===== src/rtl/ser_sched_pkg.sv =====
// Shared types, state encodings and the round-robin pick function for the
// serial round-robin scheduler.
package ser_sched_pkg;

  localparam int unsigned MaxReq = 16;

  typedef logic [0:0] state_t;
  localparam state_t StIdle  = 1'b0;
  localparam state_t StShift = 1'b1;

  typedef struct packed {
    logic       any;
    logic [3:0] idx;
  } pick_t;

  function automatic int unsigned ch_width(int unsigned n);
    return (n > 1) ? $clog2(n) : 1;
  endfunction

  // First valid requester searching upward from last_grant+1, wrapping at num_req.
  function automatic pick_t rr_pick(logic [MaxReq-1:0] valid, logic [3:0] last_grant,
                                    int unsigned num_req);
    pick_t       p;
    int unsigned c;
    p = '0;
    for (int unsigned i = 1; i <= MaxReq; i++) begin
      if (i <= num_req) begin
        c = 32'(last_grant) + i;
        if (c >= num_req) c = c - num_req;
        if (!p.any && valid[c[3:0]]) begin
          p.any = 1'b1;
          p.idx = c[3:0];
        end
      end
    end
    return p;
  endfunction

endpackage


===== src/rtl/ser_rr_scheduler_if.sv =====
// Requester handshake and serial link bundle of the serial round-robin scheduler.
interface ser_rr_scheduler_if
  import ser_sched_pkg::*;
#(
  parameter int unsigned NUM_REQ = 4,
  parameter int unsigned DATA_W  = 4,
  localparam int unsigned CH_W   = ch_width(NUM_REQ)
);
  logic [NUM_REQ-1:0]        req_valid_i;
  logic [NUM_REQ*DATA_W-1:0] req_data_i;
  logic [NUM_REQ-1:0]        req_ready_o;
  logic                      serial_o;
  logic                      valid_o;
  logic                      sop_o;
  logic [CH_W-1:0]           chan_o;
  logic                      busy_o;

  modport master (
    output req_valid_i, req_data_i,
    input  req_ready_o, serial_o, valid_o, sop_o, chan_o, busy_o
  );

  modport slave (
    input  req_valid_i, req_data_i,
    output req_ready_o, serial_o, valid_o, sop_o, chan_o, busy_o
  );
endinterface


===== src/rtl/ser_rr_scheduler_rr_arbiter.sv =====
// Combinational round-robin arbiter: one-hot grant plus encoded index.
module rr_arbiter
  import ser_sched_pkg::*;
#(
  parameter int unsigned NUM_REQ = 4,
  localparam int unsigned CH_W   = ch_width(NUM_REQ)
) (
  input  logic [NUM_REQ-1:0] req,
  input  logic [CH_W-1:0]    last_grant,
  output logic [NUM_REQ-1:0] grant,
  output logic [CH_W-1:0]    grant_idx,
  output logic               any
);
  pick_t pick;

  always_comb begin
    pick      = rr_pick(MaxReq'(req), 4'(last_grant), NUM_REQ);
    any       = pick.any;
    grant_idx = pick.idx[CH_W-1:0];
    grant     = '0;
    for (int unsigned k = 0; k < NUM_REQ; k++) begin
      grant[k] = pick.any && (pick.idx == 4'(k));
    end
  end
endmodule


===== src/rtl/ser_rr_scheduler.sv =====
// Round-robin scheduler sharing one LSB-first shifter among NUM_REQ requesters;
// words run back-to-back by accepting the next word on the last bit.
module ser_rr_scheduler
  import ser_sched_pkg::*;
#(
  parameter int unsigned NUM_REQ = 4,
  parameter int unsigned DATA_W  = 4,
  localparam int unsigned CH_W   = ch_width(NUM_REQ)
) (
  input logic               clk,
  input logic               reset,
  ser_rr_scheduler_if.slave bus
);
  localparam int unsigned       CntW    = $clog2(DATA_W);
  localparam logic [CntW-1:0]   LastBit = CntW'(DATA_W - 1);

  state_t              state_q;
  logic [DATA_W-1:0]   shift_q;
  logic [CntW-1:0]     cnt_q;
  logic [CH_W-1:0]     chan_q;
  logic [CH_W-1:0]     last_q;

  logic [NUM_REQ-1:0]  grant;
  logic [CH_W-1:0]     grant_idx;
  logic                grant_any;
  logic                last_bit;
  logic                take;
  logic [DATA_W-1:0]   word;

  rr_arbiter #(
    .NUM_REQ(NUM_REQ)
  ) u_arb (
    .req       (bus.req_valid_i),
    .last_grant(last_q),
    .grant     (grant),
    .grant_idx (grant_idx),
    .any       (grant_any)
  );

  always_comb begin
    last_bit        = (cnt_q == LastBit);
    take            = ((state_q == StIdle) || last_bit) && grant_any;
    bus.req_ready_o = take ? grant : '0;
    word            = bus.req_data_i[grant_idx*DATA_W +: DATA_W];
  end

  always_ff @(posedge clk or posedge reset) begin
    if (reset) begin
      state_q <= StIdle;
      shift_q <= '0;
      cnt_q   <= '0;
      chan_q  <= '0;
      last_q  <= CH_W'(NUM_REQ - 1);
    end else if (take) begin
      state_q <= StShift;
      shift_q <= word;
      cnt_q   <= '0;
      chan_q  <= grant_idx;
      last_q  <= grant_idx;
    end else if (state_q == StShift) begin
      if (last_bit) begin
        state_q <= StIdle;
      end else begin
        shift_q <= shift_q >> 1;
        cnt_q   <= cnt_q + CntW'(1);
      end
    end
  end

  assign bus.valid_o  = (state_q == StShift);
  assign bus.serial_o = bus.valid_o & shift_q[0];
  assign bus.sop_o    = bus.valid_o && (cnt_q == '0);
  assign bus.chan_o   = chan_q;
  assign bus.busy_o   = bus.valid_o;
endmodule


===== src/flat_wrapper.sv =====
// flat-port wrapper written by rule: the top's interface ports become plain ports
module ser_rr_scheduler_flat import ser_sched_pkg::*;
#(
  parameter int unsigned NUM_REQ = 4,
  parameter int unsigned DATA_W  = 4,
  localparam int unsigned CH_W   = ch_width(NUM_REQ)
)
  (clk, reset, bus_req_valid_i, bus_req_data_i, bus_req_ready_o, bus_serial_o, bus_valid_o, bus_sop_o, bus_chan_o, bus_busy_o);
  ser_rr_scheduler_if #(.NUM_REQ(NUM_REQ), .DATA_W(DATA_W)) bus_i ();
  input logic clk;
  input logic reset;
  input wire logic [$bits(bus_i.req_valid_i)-1:0] bus_req_valid_i;
  input wire logic [$bits(bus_i.req_data_i)-1:0] bus_req_data_i;
  output wire logic [$bits(bus_i.req_ready_o)-1:0] bus_req_ready_o;
  output wire logic [$bits(bus_i.serial_o)-1:0] bus_serial_o;
  output wire logic [$bits(bus_i.valid_o)-1:0] bus_valid_o;
  output wire logic [$bits(bus_i.sop_o)-1:0] bus_sop_o;
  output wire logic [$bits(bus_i.chan_o)-1:0] bus_chan_o;
  output wire logic [$bits(bus_i.busy_o)-1:0] bus_busy_o;
  assign bus_i.req_valid_i = bus_req_valid_i;
  assign bus_i.req_data_i = bus_req_data_i;
  assign bus_req_ready_o = bus_i.req_ready_o;
  assign bus_serial_o = bus_i.serial_o;
  assign bus_valid_o = bus_i.valid_o;
  assign bus_sop_o = bus_i.sop_o;
  assign bus_chan_o = bus_i.chan_o;
  assign bus_busy_o = bus_i.busy_o;
  ser_rr_scheduler #(.NUM_REQ(NUM_REQ), .DATA_W(DATA_W)) u_core (.clk(clk), .reset(reset), .bus(bus_i));
endmodule

===== config.mk =====
export PLATFORM = sky130hd
export DESIGN_NAME = ser_rr_scheduler_flat
export DESIGN_NICKNAME = d
export VERILOG_FILES = /design/src/rtl/ser_sched_pkg.sv /design/src/rtl/ser_rr_scheduler_if.sv /design/src/rtl/ser_rr_scheduler_rr_arbiter.sv /design/src/rtl/ser_rr_scheduler.sv /design/src/flat_wrapper.sv
export SDC_FILE = /design/constraint.sdc
export NUM_CORES = 1
export LEC_CHECK = 0
export CORE_MARGIN = 3
export CORE_UTILIZATION = 50
export CTS_BUF_LIST = sky130_fd_sc_hd__clkbuf_8
export DETAILED_ROUTE_END_ITERATION = 16
export PLACE_DENSITY_LB_ADDON = 0.2
export RECOVER_POWER = 50
export SLEW_MARGIN = 20
export SYNTH_ARGS = -nofsm -noshare
export SYNTH_HDL_FRONTEND = slang
export SYNTH_SLANG_ARGS = --single-unit

===== constraint.sdc =====
create_clock -name clk -period 4.8 [get_ports clk]
set_clock_uncertainty 0.05 [all_clocks]
set_input_delay 0.48 -clock clk [delete_from_list [all_inputs] [get_ports clk]]
set_output_delay 0.48 -clock clk [all_outputs]
set_load 0.005 [all_outputs]

; Word-level counts from Yosys, hierarchy flattened
; Cells that the tools add are included.
[totals]
regBits = 11
inputBits = 22
output_inout_bits = 10
word_cells = 73
[op_classes]
n_addsub = 9
order_cmp = 8
eq_ne = 5
n_shift = 1
mux = 26
bitwise_logic = 2
n_reduce_logical = 17
[op_table]
columns = op, count
row1 = $ge 32x3->1 const B, 1
row2 = $mux 4, 8
row3 = $lt 4x5->1 const B, 4
row4 = $mux 5, 4
row5 = $bmux 1 s4, 4
row6 = $shiftx 16x5->4, 1
row7 = $sub 3x3->4 const B, 3
row8 = $logic_and 1x1->1, 9
row9 = $eq 4x2->1 const B, 2
row10 = $mux 1, 7
row11 = $add 2x2->3 const B, 2
row12 = $ge 3x3->1 const B, 2
row13 = $mux 2, 3
row14 = $add 2x3->4 const B, 1
row15 = $eq 4x1->1 const B, 1
row16 = $ge 4x3->1 const B, 1
row17 = $logic_not 4->1, 1
row18 = $sub 4x3->4 const B, 1
row19 = $add 2x1->3 const B, 1
row20 = $logic_not 1->1, 3
row21 = $add 2x1->2 const B, 1
row22 = $eq 2x2->1 const B, 1
row23 = $logic_not 2->1, 1
row24 = $ne 2x2->1 const B, 1
row25 = 5 further kinds, 5

; Logic depth before layout (Yosys ltp)
; Gate-level depths: netlist of the first run.
[depth]
word_depth = 18
ltp_mapped = 12
ltp_nobuf = 8

; Cells and area by module
; A second synthesis of the first run with hierarchy kept.
[unflattened]
hier_cells = 96
area_unflattened_um2 = 1036.0
[modules_own_cells]
columns = module, n_inst, cells_each, area_per_inst_um2, seq_area_each_um2
row1 = ser_rr_scheduler, 1, 53, 630.6, 277.8
row2 = rr_arbiter, 1, 43, 405.4, 0.0

; Worst setup path before layout of the first run
; Ideal clock, no wire load.
[synth_path]
path_type = register to output
startpoint = register u_core.last_q[0]
endpoint = output port bus_req_ready_o[1]
arrival_ns = 3.115
required_time_ns = 4.270
path_slack_ns = 1.155
path_stages_with_launch = 13
cell_sequence = dfstp_2 > buf_6 > clkbuf_1 > clkbuf_1 > inv_1 > ha_1 > clkbuf_2 > a21bo_2 > o22ai_1 > a211oi_2 > mux2i_4 > inv_1 > nor2_1
[synth_between]
elab_chain_len = 18
[synth_lines]
columns = item, line_no
row1 = start: declaration, ser_rr_scheduler.sv:21  ; logic [CH_W-1:0] last_q;
row2 = start signal: assignment, ser_rr_scheduler.sv:53  ; last_q <= CH_W'(NUM_REQ - 1);
row3 = start signal: assignment, ser_rr_scheduler.sv:59  ; last_q <= grant_idx;
row4 = $add 2x1->3, ser_sched_pkg.sv:28  ; c = 32'(last_grant) + i;
row5 = $ge 32x3->1 or $sub 3x3->4 (tied branches), ser_sched_pkg.sv:29  ; if (c >= num_req) c = c - num_req;
row6 = $mux 4, ser_sched_pkg.sv:29
row7 = $bmux 1 s4, ser_sched_pkg.sv:30  ; if (!p.any && valid[c[3:0]]) begin
row8 = $mux 1 (not written as such), ser_sched_pkg.sv:30
row9 = $mux 5, ser_sched_pkg.sv:30
row10 = $logic_not 1->1, ser_sched_pkg.sv:30
row11 = $logic_and 1x1->1, ser_sched_pkg.sv:30
row12 = [... 2 more ...], n/a
row13 = $logic_and 1x1->1, ser_sched_pkg.sv:30
row14 = $mux 5, ser_sched_pkg.sv:30
row15 = $logic_not 1->1, ser_sched_pkg.sv:30
row16 = $logic_and 1x1->1, ser_sched_pkg.sv:30
row17 = $mux 5 *, ser_sched_pkg.sv:30
row18 = $eq 4x1->1, ser_rr_scheduler_rr_arbiter.sv:22  ; grant[k] = pick.any && (pick.idx == 4'(k));
row19 = $logic_and 1x1->1, ser_rr_scheduler_rr_arbiter.sv:22
row20 = $mux 4 *, ser_rr_scheduler.sv:43  ; bus.req_ready_o = take ? grant : '0;
row21 = end: declaration, flat_wrapper.sv:14  ; output wire logic [$bits(bus_i.req_ready_o)-1:0] bus_req_ready_o;
; Mark *: on every way between the ends. The rest lies on a longest branch, timed or not. The select of a mux whose other input is x is not followed.

; Worst setup path after layout of the first run
; Same ends and word-level chain as after synthesis.

==> impl_metrics.tcl, run 1 <==
set metrics [dict create \
    cpMostUsedCell "inv_1" \
    ys_async_sr_fraction 1.00 \
    min_period_over_period 0.844 \
    cp-end-kind "output pin" \
    worstPathArrival_ns 3.52 \
    yosys.area.top_type "dfrtp_1" \
    crit_family "buffers and inverters" \
    place_area_mm2 0.00149 \
    drv_cap 0 \
    dp_slack_ns 1.00 \
    synth_fp_nets 160 \
    finalSetupTns_ns 0 \
    syn_area_mm2 0.00118 \
    reg2reg_depth 9 \
    clkSlewWorstSetupHoldPaths_ns 0.05 \
    whs_ns 0.470 \
    num_io_pins 32 \
    antenna_found_initial 0 \
    numCtsBuffers 3 \
    rsz0062_at_grt "no" \
    timing.fmax_ghz 0.247 \
    cts_hold_buf 0 \
    path_max_fanout 28 \
    vias_per_cell 6.06 \
    worst-path-stages 10 \
    cts-root-buf "clkbuf_8" \
    wirelength_um 2740 \
    cp.required_ns 4.27 \
    wire_per_inst_um 14.6 \
    initial_core_util 0.560 \
    fin_crit_ns 4.05 \
    antenna_left 0 \
    die_area_mm2 0.00297 \
    numPortBuffers 31 \
    cts_setup_buffers 0 \
    drc 0 \
    cts_max_level 1 \
    path_class "register to output pin" \
    drive_above_1_share 0.125 \
    cts_tree "built" \
    synth-seq-cells 11 \
    r2r_setup_slack_ns 1.71 \
    tightest_slew_ns 0.591 \
    ir_worst_vdd_mv 0.478 \
    cts_buffer_depth 2 \
    grt-ovfl-total 0 \
    crit_buf_inv 4 \
    path_cells "buf_4 > inv_1 > ha_1 > a21bo_2 > o22ai_1 > a211oi_2 > mux2i_4 > inv_1 > nor2_1 > clkdlybuf4s50_1" \
    maxSlewHeadroom 0.603 \
    setup_viol 0 \
    cts.sinks 11 \
    status "finished, final reports clean" \
    ys_seq_area_frac 0.236 \
    worstHoldPathType "register to register" \
    maxSlewViolCount 0 \
    ctsResizeCount 0 \
    synth_area_per_cell_um2 8.99 \
    endpoint "bus_req_ready_o[1]" \
    synth-edff-count 0 \
    hpwl_um 2170 \
    ys.warnings.count 0 \
    antenna_cells 0 \
    die_w_um 54.5 \
    slowest_delay_ns 0.52 \
    synth_area_leaders "dfrtp_1, mux2i_1, ha_1" \
    grt_pass1_wl_um 4520 \
    start_kind "register" \
    dpl.cell_count 183 \
    stdcell_count 187 \
    dr.pass1.iters 4 \
    core-area_mm2 0.00210 \
    synth_flop_cell "dfrtp_1" \
    syn_inst 131 \
    grt_max_degree 29 \
    yosysUniqueCellTypes 47 \
    fp-row-count 16 \
    nets 190 \
    p_total_mw 1.16 \
    slowest_stage "dfstp_2" \
    grt_pass1_vias 1018 \
    place.gp.congestion 0.856 \
    vias 1134 \
    finalWorstSetupSlack_ns 0.751 \
    gr-usage-all-layers 0.211 \
    crit_start "u_core.last_q[0]" \
    postLayoutCoreUtil 0.730 \
    hold_viol_final 0 \
    reg2reg_to "u_core.shift_q[1]" \
    reg2reg_from "u_core.last_q[0]" \
    clk_latency_ns 0.24 \
    syn2layout_area_growth_pct 30.3 \
    first_iter_violations 25 \
    die_h_um 54.5 \
    leakage_nw 0.622 \
    yosys.area.top_type_share 0.191 \
    postLayoutCellArea_mm2 0.00153 \
    powerDensity_mw_per_mm2 755 \
]
==> registers in the layout, summed over array words and instances (netlist names) <==
register / count
u_core.bus.chan_o: 2
u_core.cnt_q: 2
u_core.bus.busy_o: 1
u_core.last_q: 2
u_core.shift_q: 4
==> cells by family after synthesis <==
family / count (synthesis) / synth area share
compound gates: 32 / 0.226
buf+inv: 15 / 0.0595
mux: 18 / 0.181
flops: 11 / 0.236
simple gates: 48 / 0.223
fa+ha+maj: 7 / 0.0744
==> synth_stat cells, types with 2 or more instances <==
| library cell | n |
|---|---|
| a211oi_1 | 3 |
| a211oi_2 | 2 |
| a31oi_1 | 3 |
| and2_1 | 2 |
| clkbuf_1 | 2 |
| dfrtp_1 | 9 |
| dfstp_2 | 2 |
| ha_1 | 7 |
| inv_1 | 8 |
| mux2_2 | 6 |
| mux2i_1 | 10 |
| nand2_1 | 9 |
| nand2b_1 | 2 |
| nand3_1 | 4 |
| nand3b_1 | 4 |
| nor2_1 | 12 |
| nor2b_1 | 3 |
| nor3_1 | 2 |
| nor4_1 | 2 |
| o211ai_1 | 2 |
| o21a_1 | 2 |
| o21ai_0 | 4 |
| o2bb2ai_1 | 3 |
| or3_1 | 5 |
==> area by class of cell <==
class                           instances  area (µm²)
Multi-Input combinational cell        105         830
Clock inverter                          1        3.75
Sequential cell                        11         278
Tap cell                               27        33.8
Fill cell                             164         568
Inverter                                8        30.0
Clock buffer                            3        41.3
Timing Repair Buffer                   32         318
==> how the worst min path moves through the flow <==
stage | from | endpoint | slack (ns) | depth (start not counted)
final | u_core.bus.chan_o[0] | u_core.bus.chan_o[0] | 0.47 | 1
after detailed placement | u_core.bus.chan_o[0] | u_core.bus.chan_o[0] | 0.48 | 1
after floorplan | reset | u_core.bus.busy_o | 0.28 | 1
after global placement | u_core.bus.chan_o[0] | u_core.bus.chan_o[0] | 0.44 | 1
after global routing | u_core.bus.chan_o[0] | u_core.bus.chan_o[0] | 0.50 | 1
after CTS | u_core.bus.chan_o[0] | u_core.bus.chan_o[0] | 0.49 | 1
==> cells in the final DEF (no fill, tap or decap), types with 3 or more instances in the layout <==
master,instances
clkdlybuf4s50_1,25
nor2_1,12
mux2i_1,10
nand2_1,9
inv_1,9
dfrtp_1,9
ha_1,7
mux2_2,6
dlygate4sd3_1,6
or3_1,5
nand3_1,4
nand3b_1,4
o21ai_0,4
nor2b_1,3
a211oi_1,3
o2bb2ai_1,3
a31oi_1,3
clkbuf_8,3
==> metal layers <==
layer / part of all wire / wire (µm) / GRT usage / up-vias
met5: 0 / 0 / 0 / -
met4: 0.038 / 104 / 0.116 / 0
met3: 0.055 / 150 / 0.0354 / 12
met2: 0.45 / 1240 / 0.335 / 48
met1: 0.45 / 1240 / 0.269 / 526
li1: - / - / - / 548
==> report_power, final <==
part | switching, mW | leakage, nW | internal [mW]
clock | 0.0366 | 0.0269 | 0.0563
sequential | 0.0358 | 0.129 | 0.144
combinational | 0.485 | 0.466 | 0.400
No activity file was read; power rests on OpenSTA's default activity.
==> inputs of run 2 (changes only) <==
==> constraint.sdc (replaced) <==
create_clock -name clk -period 3.9 [get_ports clk]
set_clock_uncertainty 0.05 [all_clocks]
set_input_delay 0.39 -clock clk [delete_from_list [all_inputs] [get_ports clk]]
set_output_delay 0.39 -clock clk [all_outputs]
set_load 0.005 [all_outputs]
==> run 2 against run 1 <==
Against the previous run: via count decreased by 2.0%; utilization increased by 0.30 points; cell count unchanged; critical path depth decreased by 2; critical path type unchanged; flip-flop and latch count unchanged; wire length decreased by 0.40%; worst hold slack got worse by 0.0066 ns; largest cell class unchanged.
==> impl_metrics.tcl, run 2 (synthesis results as in run 1) <==
set metrics [dict create \
    die_area_mm2 0.00297 \
    dp_slack_ns 0.430 \
    worstHoldStart "u_core.bus.chan_o[0]" \
    min_to "u_core.bus.chan_o[0]" \
    finalWorstSetupSlack_ns 0.291 \
    vias_per_cell 5.94 \
    final_cell_mix "clkdlybuf4s50_1, nor2_1, mux2i_1" \
    fin_crit_ns 3.61 \
    reg2reg_to "u_core.shift_q[1]" \
    postLayoutCellArea_mm2 0.00154 \
    clk_latency_ns 0.24 \
    grt_pass1_wl_um 4510 \
    cts-root-buf "clkbuf_8" \
    min_period_over_period 0.925 \
    cts_hold_buf 0 \
    reg2reg_depth 7 \
    initial_core_util 0.560 \
    reg2reg_from "u_core.last_q[1]" \
    place_area_mm2 0.00149 \
    cpMostUsedCell "inv_1" \
    cp.required_ns 3.46 \
    largest_reg_flops 4 \
    cts_buffer_depth 2 \
    cts.sinks 11 \
    die_w_um 54.5 \
    path_class "register to output pin" \
    path_max_fanout 10 \
    drv_cap 0 \
    syn2layout_area_growth_pct 30.8 \
    vias 1111 \
    worstHoldPathType "register to register" \
    tightest_slew_ns 0.607 \
    powerDensity_mw_per_mm2 932 \
    maxSlewViolCount 0 \
    clkSlewWorstSetupHoldPaths_ns 0.05 \
    ir_worst_vdd_mv 0.610 \
    numCtsBuffers 3 \
    gr-usage-all-layers 0.211 \
    maxSlewHeadroom 0.592 \
    antenna_found_initial 0 \
    whs_ns 0.463 \
    worstPathArrival_ns 3.17 \
    rsz0062_at_grt "no" \
    num_io_pins 32 \
    wire_per_inst_um 14.6 \
    dr.pass1.iters 5 \
    n_fill_cell 175 \
    hpwl_um 2230 \
    grt_pass1_vias 1032 \
    start_kind "register" \
    regArea_um2 278 \
    slowest_stage "dfstp_2" \
    first_iter_violations 25 \
    core-area_mm2 0.00210 \
    top_register "u_core.shift_q" \
    fp-row-count 16 \
    wirelength_um 2730 \
    crit_start "u_core.last_q[1]" \
    final_common_cell "clkdlybuf4s50_1" \
    timing.fmax_ghz 0.277 \
    grt-ovfl-total 0 \
    grt_max_degree 28 \
    die_h_um 54.5 \
    status "finished, final reports clean" \
    drive_above_1_share 0.131 \
    path_cells "inv_1 > ha_1 > nor3_1 > a211oi_2 > mux2i_4 > inv_1 > nor2_1 > clkdlybuf4s50_1" \
    setup_viol 0 \
    hold_depth 1 \
    cts_tree "built" \
    place.gp.congestion 0.860 \
    cts_max_level 1 \
    hold_viol_final 0 \
    nets 190 \
    leakage_nw 0.624 \
    slowest_delay_ns 0.63 \
    antenna_left 0 \
    cp-end-kind "output pin" \
    finalSetupTns_ns 0 \
    r2r_setup_slack_ns 1.07 \
    multi_input_area_um2 836 \
    p_total_mw 1.44 \
    antenna_cells 0 \
    numPortBuffers 31 \
    drc 0 \
]
run 2: report_power, final:
part           internal, mW  switching, mW  total [mW]
combinational         0.497          0.607        1.10
sequential            0.178         0.0432       0.221
clock                0.0690         0.0418       0.111
total                 0.744          0.692        1.44
run 2: what timing repair did:
| action | 4_1_cts | 5_1_grt |
|---|---|---|
| setup endpoints to repair | 0 | 2 |
| gates resized for setup | 0 | 1 |
| setup buffers | 0 | 0 |
run 2: cell type report:
cell class / instances / area share
clock buffers: 3 / 0.0268
clock inverters: 1 / 0.00244
inverters: 8 / 0.0195
multi-input cells: 105 / 0.543
flip-flops and latches: 11 / 0.180
well taps: 27 / 0.0219
repair buffers: 32 / 0.206
run 2: layer usage:
layer,global-route usage,share of wire,routed length [µm],up-vias
met2,0.335,0.48,1300,49
met4,0.0996,0.021,57,0
met5,0,0,0,-
li1,-,-,-,547
met3,0.0409,0.072,195,8
met1,0.275,0.43,1170,507
run 2: through the flow:
step           utilization  instances
6_report             0.733        187
5_1_grt              0.733        187
4_1_cts              0.730        187
3_5_place_dp         0.708        183
3_3_place_gp         0.708        183
2_1_floorplan            -        131
run 2: worst max path at each step:
stage                               to  slack [ns]
floorplan           bus_req_ready_o[1]        0.35
finish              bus_req_ready_o[3]        0.29
CTS                 bus_req_ready_o[3]        0.15
global route        bus_req_ready_o[3]        0.03
global placement    bus_req_ready_o[3]        0.55
detailed placement  bus_req_ready_o[3]        0.43
run 2: critical path: cells and delay by family (launching register included):
family	cells	cell delay, ns
adder cells (fa/ha/maj)	1	0.37
AND/OR/NAND/NOR	2	0.66
multiplexers	1	0.33
AO/OA/AOI/OAI	1	0.18
buffers and inverters	3	0.76
flip-flops	1	0.63
